[src/rtl/e203_exu_oitf_ooo_pkg.sv]
// Shared types and default sizing for the out-of-order-completion OITF.
// Exports:
//   E203_OITF_DEPTH / E203_ITAG_WIDTH / E203_RFIDX_WIDTH / E203_PC_SIZE  default sizes
//   oitf_pld_t   per-entry payload latched at dispatch
//   oitf_reg_t   register reference (enable, fpu file, index) used by hazard checks
//   rf_match     true when a live entry writes the referenced register
package e203_exu_oitf_ooo_pkg;

    localparam int unsigned E203_OITF_DEPTH  = 4;
    localparam int unsigned E203_ITAG_WIDTH  = 2;
    localparam int unsigned E203_RFIDX_WIDTH = 5;
    localparam int unsigned E203_PC_SIZE     = 32;

    typedef struct packed {
        logic                        rdwen;
        logic                        rdfpu;
        logic [E203_RFIDX_WIDTH-1:0] rdidx;
        logic [E203_PC_SIZE-1:0]     pc;
    } oitf_pld_t;

    typedef struct packed {
        logic                        en;
        logic                        fpu;
        logic [E203_RFIDX_WIDTH-1:0] idx;
    } oitf_reg_t;

    // Hazard regardless of done: the RF is only written at retire.
    function automatic logic rf_match(input logic vld, input oitf_pld_t pld, input oitf_reg_t r);
        return vld & pld.rdwen & r.en & (pld.rdfpu == r.fpu) & (pld.rdidx == r.idx);
    endfunction

endpackage

[src/rtl/e203_exu_oitf_ooo_if.sv]
// Dispatch / commit / retire / status bundle of the OITF.
// slave  : OITF side (dispatch, commit, retire-ready, flush in; status, matches, head payload out)
// master : pipeline side (mirror of slave)
interface e203_exu_oitf_ooo_if
    import e203_exu_oitf_ooo_pkg::*;
#(
    parameter int unsigned ITAG_W = E203_ITAG_WIDTH
) ();
    logic                        dis_ena;
    logic                        dis_ready;
    logic [ITAG_W-1:0]           dis_ptr;
    logic                        disp_i_rdwen;
    logic                        disp_i_rdfpu;
    logic [E203_RFIDX_WIDTH-1:0] disp_i_rdidx;
    logic [E203_PC_SIZE-1:0]     disp_i_pc;
    logic                        disp_i_rs1en, disp_i_rs2en, disp_i_rs3en;
    logic                        disp_i_rs1fpu, disp_i_rs2fpu, disp_i_rs3fpu;
    logic [E203_RFIDX_WIDTH-1:0] disp_i_rs1idx, disp_i_rs2idx, disp_i_rs3idx;
    logic                        oitfrd_match_disprs1, oitfrd_match_disprs2, oitfrd_match_disprs3;
    logic                        oitfrd_match_disprd;
    logic                        cmt_ena;
    logic [ITAG_W-1:0]           cmt_tag;
    logic                        ret_valid;
    logic                        ret_ready;
    logic [ITAG_W-1:0]           ret_ptr;
    logic [E203_RFIDX_WIDTH-1:0] ret_rdidx;
    logic                        ret_rdwen;
    logic                        ret_rdfpu;
    logic [E203_PC_SIZE-1:0]     ret_pc;
    logic                        flush_req;
    logic                        oitf_empty;
    logic                        oitf_full;
    logic [ITAG_W:0]             oitf_cnt;

    modport slave (
        input  dis_ena, disp_i_rdwen, disp_i_rdfpu, disp_i_rdidx, disp_i_pc,
               disp_i_rs1en, disp_i_rs2en, disp_i_rs3en,
               disp_i_rs1fpu, disp_i_rs2fpu, disp_i_rs3fpu,
               disp_i_rs1idx, disp_i_rs2idx, disp_i_rs3idx,
               cmt_ena, cmt_tag, ret_ready, flush_req,
        output dis_ready, dis_ptr,
               oitfrd_match_disprs1, oitfrd_match_disprs2, oitfrd_match_disprs3, oitfrd_match_disprd,
               ret_valid, ret_ptr, ret_rdidx, ret_rdwen, ret_rdfpu, ret_pc,
               oitf_empty, oitf_full, oitf_cnt
    );

    modport master (
        output dis_ena, disp_i_rdwen, disp_i_rdfpu, disp_i_rdidx, disp_i_pc,
               disp_i_rs1en, disp_i_rs2en, disp_i_rs3en,
               disp_i_rs1fpu, disp_i_rs2fpu, disp_i_rs3fpu,
               disp_i_rs1idx, disp_i_rs2idx, disp_i_rs3idx,
               cmt_ena, cmt_tag, ret_ready, flush_req,
        input  dis_ready, dis_ptr,
               oitfrd_match_disprs1, oitfrd_match_disprs2, oitfrd_match_disprs3, oitfrd_match_disprd,
               ret_valid, ret_ptr, ret_rdidx, ret_rdwen, ret_rdfpu, ret_pc,
               oitf_empty, oitf_full, oitf_cnt
    );
endinterface

[src/rtl/e203_exu_oitf_entry.sv]
// One OITF slot: vld/done flags, payload, and the four hazard comparators.
// Ports:
//   clk, rst_n                      clock, async active-low reset
//   i_flush                         squash the slot (highest priority)
//   i_dis_set                       allocate this slot and latch i_pld
//   i_ret_clr                       slot retires (overridden by i_dis_set)
//   i_cmt_set                       completion aimed at this slot
//   i_rs1/2/3, i_rd                 dispatching register references
//   o_vld, o_done, o_pld            registered slot state
//   o_match_rs1/2/3_c, o_match_rd_c combinational hazard hits
module e203_exu_oitf_entry
    import e203_exu_oitf_ooo_pkg::*;
(
    input  logic      clk,
    input  logic      rst_n,
    input  logic      i_flush,
    input  logic      i_dis_set,
    input  logic      i_ret_clr,
    input  logic      i_cmt_set,
    input  oitf_pld_t i_pld,
    input  oitf_reg_t i_rs1,
    input  oitf_reg_t i_rs2,
    input  oitf_reg_t i_rs3,
    input  oitf_reg_t i_rd,
    output logic      o_vld,
    output logic      o_done,
    output oitf_pld_t o_pld,
    output logic      o_match_rs1_c,
    output logic      o_match_rs2_c,
    output logic      o_match_rs3_c,
    output logic      o_match_rd_c
);
    logic      r_vld;
    logic      r_done;
    oitf_pld_t r_pld;

    // Slot state; a same-cycle dispatch wins over the retire clear (bypass reuse of the head slot).
    always_ff @(posedge clk or negedge rst_n) begin
        if (!rst_n) begin
            r_vld  <= 1'b0;
            r_done <= 1'b0;
            r_pld  <= '0;
        end else if (i_flush) begin
            r_vld  <= 1'b0;
            r_done <= 1'b0;
        end else if (i_dis_set) begin
            r_vld  <= 1'b1;
            r_done <= 1'b0;
            r_pld  <= i_pld;
        end else begin
            if (i_ret_clr)
                r_vld <= 1'b0;
            if (i_cmt_set && r_vld)
                r_done <= 1'b1;
        end
    end

    assign o_vld         = r_vld;
    assign o_done        = r_done;
    assign o_pld         = r_pld;
    assign o_match_rs1_c = rf_match(r_vld, r_pld, i_rs1);
    assign o_match_rs2_c = rf_match(r_vld, r_pld, i_rs2);
    assign o_match_rs3_c = rf_match(r_vld, r_pld, i_rs3);
    assign o_match_rd_c  = rf_match(r_vld, r_pld, i_rd);
endmodule

[src/rtl/e203_exu_oitf_ooo.sv]
// Outstanding-instruction track FIFO: in-order allocate, out-of-order complete by ITAG,
// in-order retire with valid/ready, hazard match, flush and occupancy count.
// Ports:
//   clk, rst_n   clock, async active-low reset
//   io_oitf      e203_exu_oitf_ooo_if.slave (dispatch, commit, retire, flush, status)
// Option macro E203_OITF_RET_BYPASS_EN: when full, a retiring head slot may be re-allocated
// in the same cycle (dis_ready depends on ret_ready). Undefined by default.
module e203_exu_oitf_ooo
    import e203_exu_oitf_ooo_pkg::*;
#(
    parameter int unsigned OITF_DEPTH = E203_OITF_DEPTH,
    parameter int unsigned ITAG_W     = (OITF_DEPTH > 1) ? $clog2(OITF_DEPTH) : 1
) (
    input logic               clk,
    input logic               rst_n,
    e203_exu_oitf_ooo_if.slave io_oitf
);
    localparam int unsigned CNT_W = ITAG_W + 1;

    logic [ITAG_W-1:0]     r_alc_ptr, r_ret_ptr;
    logic                  r_alc_flg, r_ret_flg;
    logic [CNT_W-1:0]      r_cnt;

    logic [OITF_DEPTH-1:0] w_vld, w_done;
    logic [OITF_DEPTH-1:0] w_m_rs1, w_m_rs2, w_m_rs3, w_m_rd;
    oitf_pld_t             w_pld [OITF_DEPTH];
    oitf_pld_t             w_pld_in, w_head;
    oitf_reg_t             w_rs1, w_rs2, w_rs3, w_rd;
    logic                  w_empty, w_full, w_ret_valid, w_ret_hsk, w_dis_ready, w_dis;

    // Wrap at OITF_DEPTH-1 (depth need not be a power of two), toggling the lap flag.
    function automatic logic [ITAG_W:0] ptr_inc(input logic flg, input logic [ITAG_W-1:0] ptr);
        if (ptr == ITAG_W'(OITF_DEPTH - 1))
            return {~flg, {ITAG_W{1'b0}}};
        return {flg, ptr + ITAG_W'(1)};
    endfunction

    assign w_empty     = (r_alc_ptr == r_ret_ptr) && (r_alc_flg == r_ret_flg);
    assign w_full      = (r_alc_ptr == r_ret_ptr) && (r_alc_flg != r_ret_flg);
    assign w_ret_valid = w_vld[r_ret_ptr] & w_done[r_ret_ptr];
    assign w_ret_hsk   = w_ret_valid & io_oitf.ret_ready & ~io_oitf.flush_req;
`ifdef E203_OITF_RET_BYPASS_EN
    assign w_dis_ready = ~w_full | (w_ret_valid & io_oitf.ret_ready);
`else
    assign w_dis_ready = ~w_full;
`endif
    assign w_dis       = io_oitf.dis_ena & w_dis_ready & ~io_oitf.flush_req;

    assign w_pld_in = {io_oitf.disp_i_rdwen, io_oitf.disp_i_rdfpu, io_oitf.disp_i_rdidx, io_oitf.disp_i_pc};
    assign w_rs1    = {io_oitf.disp_i_rs1en, io_oitf.disp_i_rs1fpu, io_oitf.disp_i_rs1idx};
    assign w_rs2    = {io_oitf.disp_i_rs2en, io_oitf.disp_i_rs2fpu, io_oitf.disp_i_rs2idx};
    assign w_rs3    = {io_oitf.disp_i_rs3en, io_oitf.disp_i_rs3fpu, io_oitf.disp_i_rs3idx};
    assign w_rd     = {io_oitf.disp_i_rdwen, io_oitf.disp_i_rdfpu, io_oitf.disp_i_rdidx};

    // Pointers, lap flags and occupancy; flush discards everything else in its cycle.
    always_ff @(posedge clk or negedge rst_n) begin
        if (!rst_n) begin
            r_alc_ptr <= '0;
            r_alc_flg <= 1'b0;
            r_ret_ptr <= '0;
            r_ret_flg <= 1'b0;
            r_cnt     <= '0;
        end else if (io_oitf.flush_req) begin
            r_alc_ptr <= '0;
            r_alc_flg <= 1'b0;
            r_ret_ptr <= '0;
            r_ret_flg <= 1'b0;
            r_cnt     <= '0;
        end else begin
            if (w_dis)
                {r_alc_flg, r_alc_ptr} <= ptr_inc(r_alc_flg, r_alc_ptr);
            if (w_ret_hsk)
                {r_ret_flg, r_ret_ptr} <= ptr_inc(r_ret_flg, r_ret_ptr);
            if (w_dis && !w_ret_hsk)
                r_cnt <= r_cnt + CNT_W'(1);
            else if (!w_dis && w_ret_hsk)
                r_cnt <= r_cnt - CNT_W'(1);
        end
    end

    for (genvar i = 0; i < OITF_DEPTH; i++) begin : g_ent
        e203_exu_oitf_entry u_ent (
            .clk           (clk),
            .rst_n         (rst_n),
            .i_flush       (io_oitf.flush_req),
            .i_dis_set     (w_dis && (r_alc_ptr == ITAG_W'(i))),
            .i_ret_clr     (w_ret_hsk && (r_ret_ptr == ITAG_W'(i))),
            .i_cmt_set     (io_oitf.cmt_ena && (io_oitf.cmt_tag == ITAG_W'(i))),
            .i_pld         (w_pld_in),
            .i_rs1         (w_rs1),
            .i_rs2         (w_rs2),
            .i_rs3         (w_rs3),
            .i_rd          (w_rd),
            .o_vld         (w_vld[i]),
            .o_done        (w_done[i]),
            .o_pld         (w_pld[i]),
            .o_match_rs1_c (w_m_rs1[i]),
            .o_match_rs2_c (w_m_rs2[i]),
            .o_match_rs3_c (w_m_rs3[i]),
            .o_match_rd_c  (w_m_rd[i])
        );
    end

    assign w_head = w_pld[r_ret_ptr];

    assign io_oitf.dis_ready            = w_dis_ready;
    assign io_oitf.dis_ptr              = r_alc_ptr;
    assign io_oitf.ret_valid            = w_ret_valid;
    assign io_oitf.ret_ptr              = r_ret_ptr;
    assign io_oitf.ret_rdidx            = w_head.rdidx;
    assign io_oitf.ret_rdwen            = w_head.rdwen;
    assign io_oitf.ret_rdfpu            = w_head.rdfpu;
    assign io_oitf.ret_pc               = w_head.pc;
    assign io_oitf.oitfrd_match_disprs1 = |w_m_rs1;
    assign io_oitf.oitfrd_match_disprs2 = |w_m_rs2;
    assign io_oitf.oitfrd_match_disprs3 = |w_m_rs3;
    assign io_oitf.oitfrd_match_disprd  = |w_m_rd;
    assign io_oitf.oitf_empty           = w_empty;
    assign io_oitf.oitf_full            = w_full;
    assign io_oitf.oitf_cnt             = r_cnt;
endmodule

[src/flat_wrapper.sv]
// flat-port wrapper written by rule: the top's interface ports become plain ports
module e203_exu_oitf_ooo_flat import e203_exu_oitf_ooo_pkg::*;
#(
    parameter int unsigned OITF_DEPTH = E203_OITF_DEPTH,
    parameter int unsigned ITAG_W     = (OITF_DEPTH > 1) ? $clog2(OITF_DEPTH) : 1
)
  (clk, rst_n, io_oitf_dis_ena, io_oitf_disp_i_rdwen, io_oitf_disp_i_rdfpu, io_oitf_disp_i_rdidx, io_oitf_disp_i_pc, io_oitf_disp_i_rs1en, io_oitf_disp_i_rs2en, io_oitf_disp_i_rs3en, io_oitf_disp_i_rs1fpu, io_oitf_disp_i_rs2fpu, io_oitf_disp_i_rs3fpu, io_oitf_disp_i_rs1idx, io_oitf_disp_i_rs2idx, io_oitf_disp_i_rs3idx, io_oitf_cmt_ena, io_oitf_cmt_tag, io_oitf_ret_ready, io_oitf_flush_req, io_oitf_dis_ready, io_oitf_dis_ptr, io_oitf_oitfrd_match_disprs1, io_oitf_oitfrd_match_disprs2, io_oitf_oitfrd_match_disprs3, io_oitf_oitfrd_match_disprd, io_oitf_ret_valid, io_oitf_ret_ptr, io_oitf_ret_rdidx, io_oitf_ret_rdwen, io_oitf_ret_rdfpu, io_oitf_ret_pc, io_oitf_oitf_empty, io_oitf_oitf_full, io_oitf_oitf_cnt);
  e203_exu_oitf_ooo_if #(.ITAG_W(ITAG_W)) io_oitf_i ();
  input logic clk;
  input logic rst_n;
  input wire logic [$bits(io_oitf_i.dis_ena)-1:0] io_oitf_dis_ena;
  input wire logic [$bits(io_oitf_i.disp_i_rdwen)-1:0] io_oitf_disp_i_rdwen;
  input wire logic [$bits(io_oitf_i.disp_i_rdfpu)-1:0] io_oitf_disp_i_rdfpu;
  input wire logic [$bits(io_oitf_i.disp_i_rdidx)-1:0] io_oitf_disp_i_rdidx;
  input wire logic [$bits(io_oitf_i.disp_i_pc)-1:0] io_oitf_disp_i_pc;
  input wire logic [$bits(io_oitf_i.disp_i_rs1en)-1:0] io_oitf_disp_i_rs1en;
  input wire logic [$bits(io_oitf_i.disp_i_rs2en)-1:0] io_oitf_disp_i_rs2en;
  input wire logic [$bits(io_oitf_i.disp_i_rs3en)-1:0] io_oitf_disp_i_rs3en;
  input wire logic [$bits(io_oitf_i.disp_i_rs1fpu)-1:0] io_oitf_disp_i_rs1fpu;
  input wire logic [$bits(io_oitf_i.disp_i_rs2fpu)-1:0] io_oitf_disp_i_rs2fpu;
  input wire logic [$bits(io_oitf_i.disp_i_rs3fpu)-1:0] io_oitf_disp_i_rs3fpu;
  input wire logic [$bits(io_oitf_i.disp_i_rs1idx)-1:0] io_oitf_disp_i_rs1idx;
  input wire logic [$bits(io_oitf_i.disp_i_rs2idx)-1:0] io_oitf_disp_i_rs2idx;
  input wire logic [$bits(io_oitf_i.disp_i_rs3idx)-1:0] io_oitf_disp_i_rs3idx;
  input wire logic [$bits(io_oitf_i.cmt_ena)-1:0] io_oitf_cmt_ena;
  input wire logic [$bits(io_oitf_i.cmt_tag)-1:0] io_oitf_cmt_tag;
  input wire logic [$bits(io_oitf_i.ret_ready)-1:0] io_oitf_ret_ready;
  input wire logic [$bits(io_oitf_i.flush_req)-1:0] io_oitf_flush_req;
  output wire logic [$bits(io_oitf_i.dis_ready)-1:0] io_oitf_dis_ready;
  output wire logic [$bits(io_oitf_i.dis_ptr)-1:0] io_oitf_dis_ptr;
  output wire logic [$bits(io_oitf_i.oitfrd_match_disprs1)-1:0] io_oitf_oitfrd_match_disprs1;
  output wire logic [$bits(io_oitf_i.oitfrd_match_disprs2)-1:0] io_oitf_oitfrd_match_disprs2;
  output wire logic [$bits(io_oitf_i.oitfrd_match_disprs3)-1:0] io_oitf_oitfrd_match_disprs3;
  output wire logic [$bits(io_oitf_i.oitfrd_match_disprd)-1:0] io_oitf_oitfrd_match_disprd;
  output wire logic [$bits(io_oitf_i.ret_valid)-1:0] io_oitf_ret_valid;
  output wire logic [$bits(io_oitf_i.ret_ptr)-1:0] io_oitf_ret_ptr;
  output wire logic [$bits(io_oitf_i.ret_rdidx)-1:0] io_oitf_ret_rdidx;
  output wire logic [$bits(io_oitf_i.ret_rdwen)-1:0] io_oitf_ret_rdwen;
  output wire logic [$bits(io_oitf_i.ret_rdfpu)-1:0] io_oitf_ret_rdfpu;
  output wire logic [$bits(io_oitf_i.ret_pc)-1:0] io_oitf_ret_pc;
  output wire logic [$bits(io_oitf_i.oitf_empty)-1:0] io_oitf_oitf_empty;
  output wire logic [$bits(io_oitf_i.oitf_full)-1:0] io_oitf_oitf_full;
  output wire logic [$bits(io_oitf_i.oitf_cnt)-1:0] io_oitf_oitf_cnt;
  assign io_oitf_i.dis_ena = io_oitf_dis_ena;
  assign io_oitf_i.disp_i_rdwen = io_oitf_disp_i_rdwen;
  assign io_oitf_i.disp_i_rdfpu = io_oitf_disp_i_rdfpu;
  assign io_oitf_i.disp_i_rdidx = io_oitf_disp_i_rdidx;
  assign io_oitf_i.disp_i_pc = io_oitf_disp_i_pc;
  assign io_oitf_i.disp_i_rs1en = io_oitf_disp_i_rs1en;
  assign io_oitf_i.disp_i_rs2en = io_oitf_disp_i_rs2en;
  assign io_oitf_i.disp_i_rs3en = io_oitf_disp_i_rs3en;
  assign io_oitf_i.disp_i_rs1fpu = io_oitf_disp_i_rs1fpu;
  assign io_oitf_i.disp_i_rs2fpu = io_oitf_disp_i_rs2fpu;
  assign io_oitf_i.disp_i_rs3fpu = io_oitf_disp_i_rs3fpu;
  assign io_oitf_i.disp_i_rs1idx = io_oitf_disp_i_rs1idx;
  assign io_oitf_i.disp_i_rs2idx = io_oitf_disp_i_rs2idx;
  assign io_oitf_i.disp_i_rs3idx = io_oitf_disp_i_rs3idx;
  assign io_oitf_i.cmt_ena = io_oitf_cmt_ena;
  assign io_oitf_i.cmt_tag = io_oitf_cmt_tag;
  assign io_oitf_i.ret_ready = io_oitf_ret_ready;
  assign io_oitf_i.flush_req = io_oitf_flush_req;
  assign io_oitf_dis_ready = io_oitf_i.dis_ready;
  assign io_oitf_dis_ptr = io_oitf_i.dis_ptr;
  assign io_oitf_oitfrd_match_disprs1 = io_oitf_i.oitfrd_match_disprs1;
  assign io_oitf_oitfrd_match_disprs2 = io_oitf_i.oitfrd_match_disprs2;
  assign io_oitf_oitfrd_match_disprs3 = io_oitf_i.oitfrd_match_disprs3;
  assign io_oitf_oitfrd_match_disprd = io_oitf_i.oitfrd_match_disprd;
  assign io_oitf_ret_valid = io_oitf_i.ret_valid;
  assign io_oitf_ret_ptr = io_oitf_i.ret_ptr;
  assign io_oitf_ret_rdidx = io_oitf_i.ret_rdidx;
  assign io_oitf_ret_rdwen = io_oitf_i.ret_rdwen;
  assign io_oitf_ret_rdfpu = io_oitf_i.ret_rdfpu;
  assign io_oitf_ret_pc = io_oitf_i.ret_pc;
  assign io_oitf_oitf_empty = io_oitf_i.oitf_empty;
  assign io_oitf_oitf_full = io_oitf_i.oitf_full;
  assign io_oitf_oitf_cnt = io_oitf_i.oitf_cnt;
  e203_exu_oitf_ooo #(.OITF_DEPTH(OITF_DEPTH), .ITAG_W(ITAG_W)) u_core (.clk(clk), .rst_n(rst_n), .io_oitf(io_oitf_i));
endmodule
[config.mk]
export PLATFORM = sky130hd
export DESIGN_NAME = e203_exu_oitf_ooo_flat
export DESIGN_NICKNAME = d
export VERILOG_FILES = /design/src/rtl/e203_exu_oitf_ooo_pkg.sv /design/src/rtl/e203_exu_oitf_ooo_if.sv /design/src/rtl/e203_exu_oitf_entry.sv /design/src/rtl/e203_exu_oitf_ooo.sv /design/src/flat_wrapper.sv
export SDC_FILE = /design/constraint.sdc
export NUM_CORES = 1
export LEC_CHECK = 0
export CORE_ASPECT_RATIO = 1.25
export CORE_MARGIN = 2
export CORE_UTILIZATION = 35
export CTS_CLUSTER_SIZE = 20
export DETAILED_ROUTE_END_ITERATION = 10
export PLACE_DENSITY_LB_ADDON = 0.3
export SKIP_CTS_REPAIR_TIMING = 1
export SLEW_MARGIN = 15
export SYNTH_ARGS = -nofsm -noshare
export SYNTH_HDL_FRONTEND = slang
export SYNTH_SLANG_ARGS = --single-unit
[constraint.sdc]
create_clock -name clk -period 3.2 [get_ports clk]
set_input_delay 0.8 -clock clk [delete_from_list [all_inputs] [get_ports clk]]
set_output_delay 0.8 -clock clk [all_outputs]
set_load 0.005 [all_outputs]
==> metrics, run 1 <==
switching part of the total 0.277; post-synthesis sequential area ratio 0.482; Area Overhead vs Synth 28.4%; commonest non-fill, non-tap cells in the layout dfrtp_1 (171), mux2_2 (142), clkdlybuf4s50_1 (99); Crit Path Class primary input to output port; Clk pwr share 0.299; Area contributors post-synth dfrtp_1 (48%), mux2_2 (18%), mux4_2 (10%), xor2_1 (7.1%), xnor2_1 (2.8%); pin count of the biggest net entering global routing 63; setup TNS -174 ps; Die H ~180 um; Global Route Usage Sum 0.166; Synth Net Count roughly 740; worst skew pair latency 430 ps; clk buf depth 2; initial antenna violation count 0; row cnt 65; Via Count 5747; NetSw 0.00190 W; synth unique cells 35; failing checks negative setup slack; CTS root buf clkbuf_16; crit path from io_oitf_disp_i_rs1idx[3]; fill count 2296; status complete, but fails checks; n_diodes 0; Req. time, crit path ~2400 ps; gpl congestion 0.908; CP Capture Type output port; vias per inst about 5.0; syn avg cell area ~14 um^2; CP startpoint kind primary input; PnR worst setup slack -174 ps; Post-DRT Antenna Nets 0; achievable clock frequency 296 MHz; Layout Nets just under 900; synthesized cell area 0.00898 mm^2; first-pass GRT wire length 34500 um; HPWL Detailed ~15000 um; Hold/Removal Path Class primary input to async pin; IO Port Bufs roughly 120; CTS clk-pin slew, worst paths 70 ps; DR DRC count 0; final hold viol count 0; sequential share of power 0.453; # H-tree levels 4; Final Core Density 0.458; area leader, netlist dfrtp_1; Die Wd between 100 and 150 um; Num CTS Buffers 17; ratio of cells with drive above 1 in the final layout 0.356; Final Max Slew Viols 0; Clock Sinks around 170; Final period util 1.05; final setup vio count 1; Post-Syn Instances 664; Synthesis Warnings 0; # IOs about 120; commonest non-fill, non-tap cell in the layout dfrtp_1; power density cells 593 mW/mm^2; CTS tree yes; CP max FO 3; RSZ-0062 raised after global routing true; final WL between 20000 and 25000 um; Leakage ~5 nW; Setup Skew between 10 and 15 ps; Pint 0.00494 W; routed len/inst between 15 and 20 um; worst r2r src u_core.io_oitf.ret_ptr[0]; minimum clock period roughly 3400 ps; Gate power share 0.249; gr ovfl total 0; DRT iter0 DRCs approximately 200; number of synthesized register bits about 170; core area 0.0252 mm^2; Initial Utilization 0.356; Max-Cap Viols 0; worst slew pin tran between 500 and 600 ps; area share of the largest cell type after synthesis 0.482; vias in the first global route between 6k and 7k; first-pass iteration count of the detailed router 4; Worst Path Arrival approximately 2600 ps; Worst slew margin 0.621; VDD IR max between 0.3 and 0.4 mV; Die Area 0.0270 mm^2
-- power groups by stage --
stage	sequential [W]	combinational, W	clock [W]
4_1_cts	0.00309	0.00171	0.00212
3_5_place_dp	0.00314	0.00170	0
3_3_place_gp	0.00312	0.00167	0
2_1_floorplan	0.00290	0.00116	0
5_1_grt	0.00316	0.00186	0.00222
6_report	0.00310	0.00170	0.00204
-- worst paths after layout --
| kind | endpoint | slack (ps) | cells past startpoint |
|---|---|---|---|
| max | io_oitf_oitfrd_match_disprs1 | -170 | 7 |
| min | u_core.g_ent[3].u_ent.o_pld[19] | 350 | 1 |
| max reg2reg | u_core.io_oitf.oitf_cnt[2] | 540 | 9 |
| min reg2reg | u_core.g_ent[3].u_ent.o_pld[31] | 490 | 1 |
| max in group asynchronous | u_core.io_oitf.ret_ptr[0] | 1930 | 2 |
| min in group clk | u_core.g_ent[3].u_ent.o_pld[31] | 490 | 1 |
-- registers in the layout, indices dropped and copies added, names as in the netlist --
register / flops
u_core.io_oitf.ret_ptr: 2
u_core.io_oitf.dis_ptr: 2
u_core.io_oitf.oitf_cnt: 3
u_core.r_alc_flg: 1
u_core.r_ret_flg: 1
u_core.g_ent.u_ent.o_pld: 156
u_core.g_ent.u_ent.o_vld: 4
u_core.g_ent.u_ent.o_done: 4
-- layer usage --
layer  global-route usage  share of wire
met1                0.205           0.43
met2                0.279           0.49
met3               0.0458          0.055
met4               0.0642          0.026
met5                    0              0
-- cell families (layout without fill, tap and decap cells) --
| kind of cell | after synthesis | after routing | synth area share |
|---|---|---|---|
| flip-flops | 173 | 173 | 0.482 |
| XOR/XNOR | 102 | 102 | 0.0994 |
| multiplexers | 202 | 202 | 0.303 |
| buffers and inverters | 71 | 222 | 0.0347 |
| AND/OR/NAND/NOR | 89 | 89 | 0.0520 |
| AO/OA/AOI/OAI | 18 | 18 | 0.0157 |
| adder cells (fa/ha/maj) | 9 | 9 | 0.0134 |
-- critical path: stages --
cell	delay [ps]
dlymetal6s2s_1	160
xor2_1	170
or4_1	540
nor4_2	140
o21ai_0	120
nand3_1	120
clkdlybuf4s50_1	510
-- metrics by stage --
stage               power, W  instance area (um^2)  cells  hold WS (ps)  worst slack, ps
floorplan            0.00405                  8980    664           459              610
global placement     0.00480                 10800   1116           471             -513
detailed placement   0.00483                 10800   1116           480             -487
CTS                  0.00692                 11400   1148           358             -506
global route         0.00724                 11500   1150           382             -268
finish               0.00684                 11500   1150           350             -174
-- synthesized netlist by cell type --
cell      instances
buf_2            18
nand2_1          14
nand4_1           9
inv_1            12
nor4_1           16
buf_6             2
nor2_4            1
mux4_2           40
fa_1              1
xor2_1           73
dfrtp_1         173
a21oi_1           3
a311o_1           3
a31oi_1           3
or4_1             3
a211oi_1          3
buf_1             6
xnor2_1          29
nor3_1            6
a41oi_1           2
nor2_1           13
buf_4             2
o21ai_0           2
o2bb2a_1          1
inv_2             1
nor2b_1           2
mux2i_1           3
nand3_1          19
mux2_2          142
and2_1            5
a31o_4            1
clkbuf_1         30
ha_1              8
mux2_1           17
nand2_2           1
-- area by class of cell --
class,count,area [um^2],area share
multi-input cells,420,4420,0.383
flip-flops and latches,173,4330,0.376
repair buffers,177,1740,0.150
clock buffers,18,429,0.0372
well taps,335,419,0.0363
clock inverters,14,156,0.0136
inverters,13,48.8,0.00423
Power figures use the tool's default switching activity.
==> run 2: changes to the inputs <==
--- a/config.mk
+++ b/config.mk
@@ -11,8 +11,6 @@
 export CTS_CLUSTER_SIZE = 20
 export DETAILED_ROUTE_END_ITERATION = 10
 export PLACE_DENSITY_LB_ADDON = 0.3
-export SKIP_CTS_REPAIR_TIMING = 1
-export SLEW_MARGIN = 15
 export SYNTH_ARGS = -nofsm -noshare
 export SYNTH_HDL_FRONTEND = slang
 export SYNTH_SLANG_ARGS = --single-unit
==> run 2 against run 1 <==
Compared with the run above: the flow now finishes without violations; maximum frequency is 9.3% higher; via count hardly changed; combinational power hardly changed; register-to-register slack hardly changed; count of clock-buffer cells in the layout stayed put; largest cell class unchanged; clock skew is 1.0 ps lower; final cell count stayed put; non-clock buffer count stayed put.
==> metrics, run 2 (synthesis gave the netlist of run 1 again) <==
commonest non-fill, non-tap cells in the layout dfrtp_1 (171), mux2_2 (142), clkdlybuf4s50_1 (97); final WL 21500 um (+0.11%); Req. time, crit path 2400 ps (about the same); VDD IR max 0.385 mV (about the same); minimum clock period 3090 ps (-286 ps); Initial Utilization 0.356 (unchanged); Die Wd 147 um (unchanged); gr ovfl total 0 (unchanged); layer with the highest usage met2; pin count of the biggest net entering global routing 63 (unchanged); Num CTS Buffers 17 (unchanged); vias per inst 5.00 (about the same); initial antenna violation count 0 (unchanged); worst skew pair latency 430 ps (about the same); Total Power 0.00685 W (+0.13%); core area 0.0252 mm^2 (unchanged); M3 GR Usage 0.0460 (+0.000249); Worst slew margin 0.621 (about the same); Worst Path Arrival 2290 ps (-280 ps); Setup Skew 13.4 ps (-1.02 ps); n_diodes 0 (unchanged); met1 GRT Util 0.206 (+0.00133); clk buf depth 2 (unchanged); Global Route Usage Sum 0.167 (+0.000758); final hold viol count 0 (unchanged); Final period util 0.965 (-0.0894); row cnt 65 (unchanged); status finished clean; HPWL Detailed 15200 um (unchanged); worst slew pin tran 569 ps (+0.536 ps); setup TNS 0 ps (+174 ps); # IOs 122 (unchanged); Pint 0.00494 W (about the same); GR met2 Demand/Resource 0.280 (+0.00168); Crit Path Class primary input to output port; DRT iter0 DRCs 225 (+15%); power density cells 596 mW/mm^2 (+0.51%); switching part of the total 0.279 (+0.00113); CTS tree yes; gpl congestion 0.908 (unchanged); ratio of cells with drive above 1 in the final layout 0.364 (+0.00859); sequential share of power 0.452 (about the same); Hold WS 351 ps (+0.778 ps); Die H 183 um (unchanged); flop2flop setup slack 550 ps (about the same); CP startpoint kind primary input; Clk pwr share 0.299 (about the same); Final Max Slew Viols 0 (unchanged); Hold/Removal Path Class primary input to async pin; achievable clock frequency 324 MHz (+9.3%); NetSw 0.00191 W (+0.54%); CP Capture Type output port; Largest register FFs 156 (unchanged); Area Overhead vs Synth 28.0%; CTS clk-pin slew, worst paths 70 ps (about the same); RSZ-0062 raised after global routing false; Layout Nets 879 (unchanged); CTS root buf clkbuf_16; fill count 2323 (+1.2%); first-pass iteration count of the detailed router 4 (unchanged); # H-tree levels 4 (unchanged); routed len/inst 18.7 um (+0.11%); DR DRC count 0 (unchanged); IO Port Bufs 121 (unchanged); reg2reg end u_core.io_oitf.oitf_cnt[2]; Post-DRT Antenna Nets 0 (unchanged); Clock Sinks 173 (unchanged); Max-Cap Viols 0 (unchanged); hold_buf cts 0; Via Count 5752 (+0.087%); commonest non-fill, non-tap cell in the layout dfrtp_1; Die Area 0.0270 mm^2 (unchanged); Gate power share 0.249 (about the same); first-pass GRT wire length 34700 um (+0.56%); final setup vio count 0 (-1); Worst R2R Path Depth 9 (unchanged); worst r2r src u_core.io_oitf.ret_ptr[0]; CP max FO 4 (+1); Leakage 4.97 nW (-2.7%); vias in the first global route 6260 (+0.032%)
[run 2: cell types whose count changed in the layout (fill, tap and decap cells not counted), sizes merged]
cell           previous run  this run
clkbuf                   18        19
clkdlybuf4s15             0         3
clkdlybuf4s50            99        97
dlygate4sd2               0        16
dlymetal6s2s             21         3
[run 2: stage by stage]
step / utilization / instances / cell area (um^2) / setup slack, ps
3_5_place_dp: 0.429 / 1116 / 10800 / -487
2_1_floorplan: - / 664 / 8980 / 610
5_1_grt: 0.456 / 1150 / 11500 / 4.33
3_3_place_gp: 0.429 / 1116 / 10800 / -513
4_1_cts: 0.454 / 1148 / 11400 / 3.09
6_report: 0.456 / 1150 / 11500 / 113
[run 2: per-layer routing]
layer  part of all wire  routed length (um)
met2               0.50               10700
met5                  0                   0
met4              0.024                 526
met1               0.42                9030
met3              0.058                1260
[run 2: what timing repair did]
item                       CTS  global route
pin swaps                    8             6
buffers inserted             0             2
setup endpoints to repair    4             6
resized for setup           37             9
[run 2: worst max-delay path, cell delays in order]
cell,delay [ps]
clkdlybuf4s50_1,510
xor2_1,210
nor4_1,300
nand4_1,130
nand3_1,110
clkdlybuf4s15_2,210
[run 2: worst max path at each step]
stage / from / to / cells past startpoint
after global routing: io_oitf_disp_i_rs2en / io_oitf_oitfrd_match_disprs2 / 7
after CTS: io_oitf_disp_i_rs3idx[4] / io_oitf_oitfrd_match_disprs3 / 7
after global placement: io_oitf_disp_i_rs1idx[3] / io_oitf_oitfrd_match_disprs1 / 7
after detailed placement: io_oitf_disp_i_rs1idx[3] / io_oitf_oitfrd_match_disprs1 / 7
after floorplan: io_oitf_disp_i_rs1idx[3] / io_oitf_oitfrd_match_disprs1 / 5
final: io_oitf_disp_i_rs1idx[4] / io_oitf_oitfrd_match_disprs1 / 6
[run 2: power by group through the flow]
stage | clock network (W) | registers (W) | logic, W
final | 0.00205 | 0.00310 | 0.00171
after CTS | 0.00212 | 0.00310 | 0.00173
after detailed placement | 0 | 0.00314 | 0.00170
after global placement | 0 | 0.00312 | 0.00167
after floorplan | 0 | 0.00290 | 0.00116
after global routing | 0.00222 | 0.00316 | 0.00186
[run 2: area by class of cell]
| class | count | area, um^2 | area share |
|---|---|---|---|
| sequential | 173 | 4330 | 0.377 |
| clock inverter | 14 | 156 | 0.0136 |
| clock buffer | 18 | 429 | 0.0373 |
| multi-input combinational | 420 | 4440 | 0.386 |
| inverter | 13 | 48.8 | 0.00425 |
| tap | 335 | 419 | 0.0365 |
| timing repair buffer | 177 | 1670 | 0.145 |
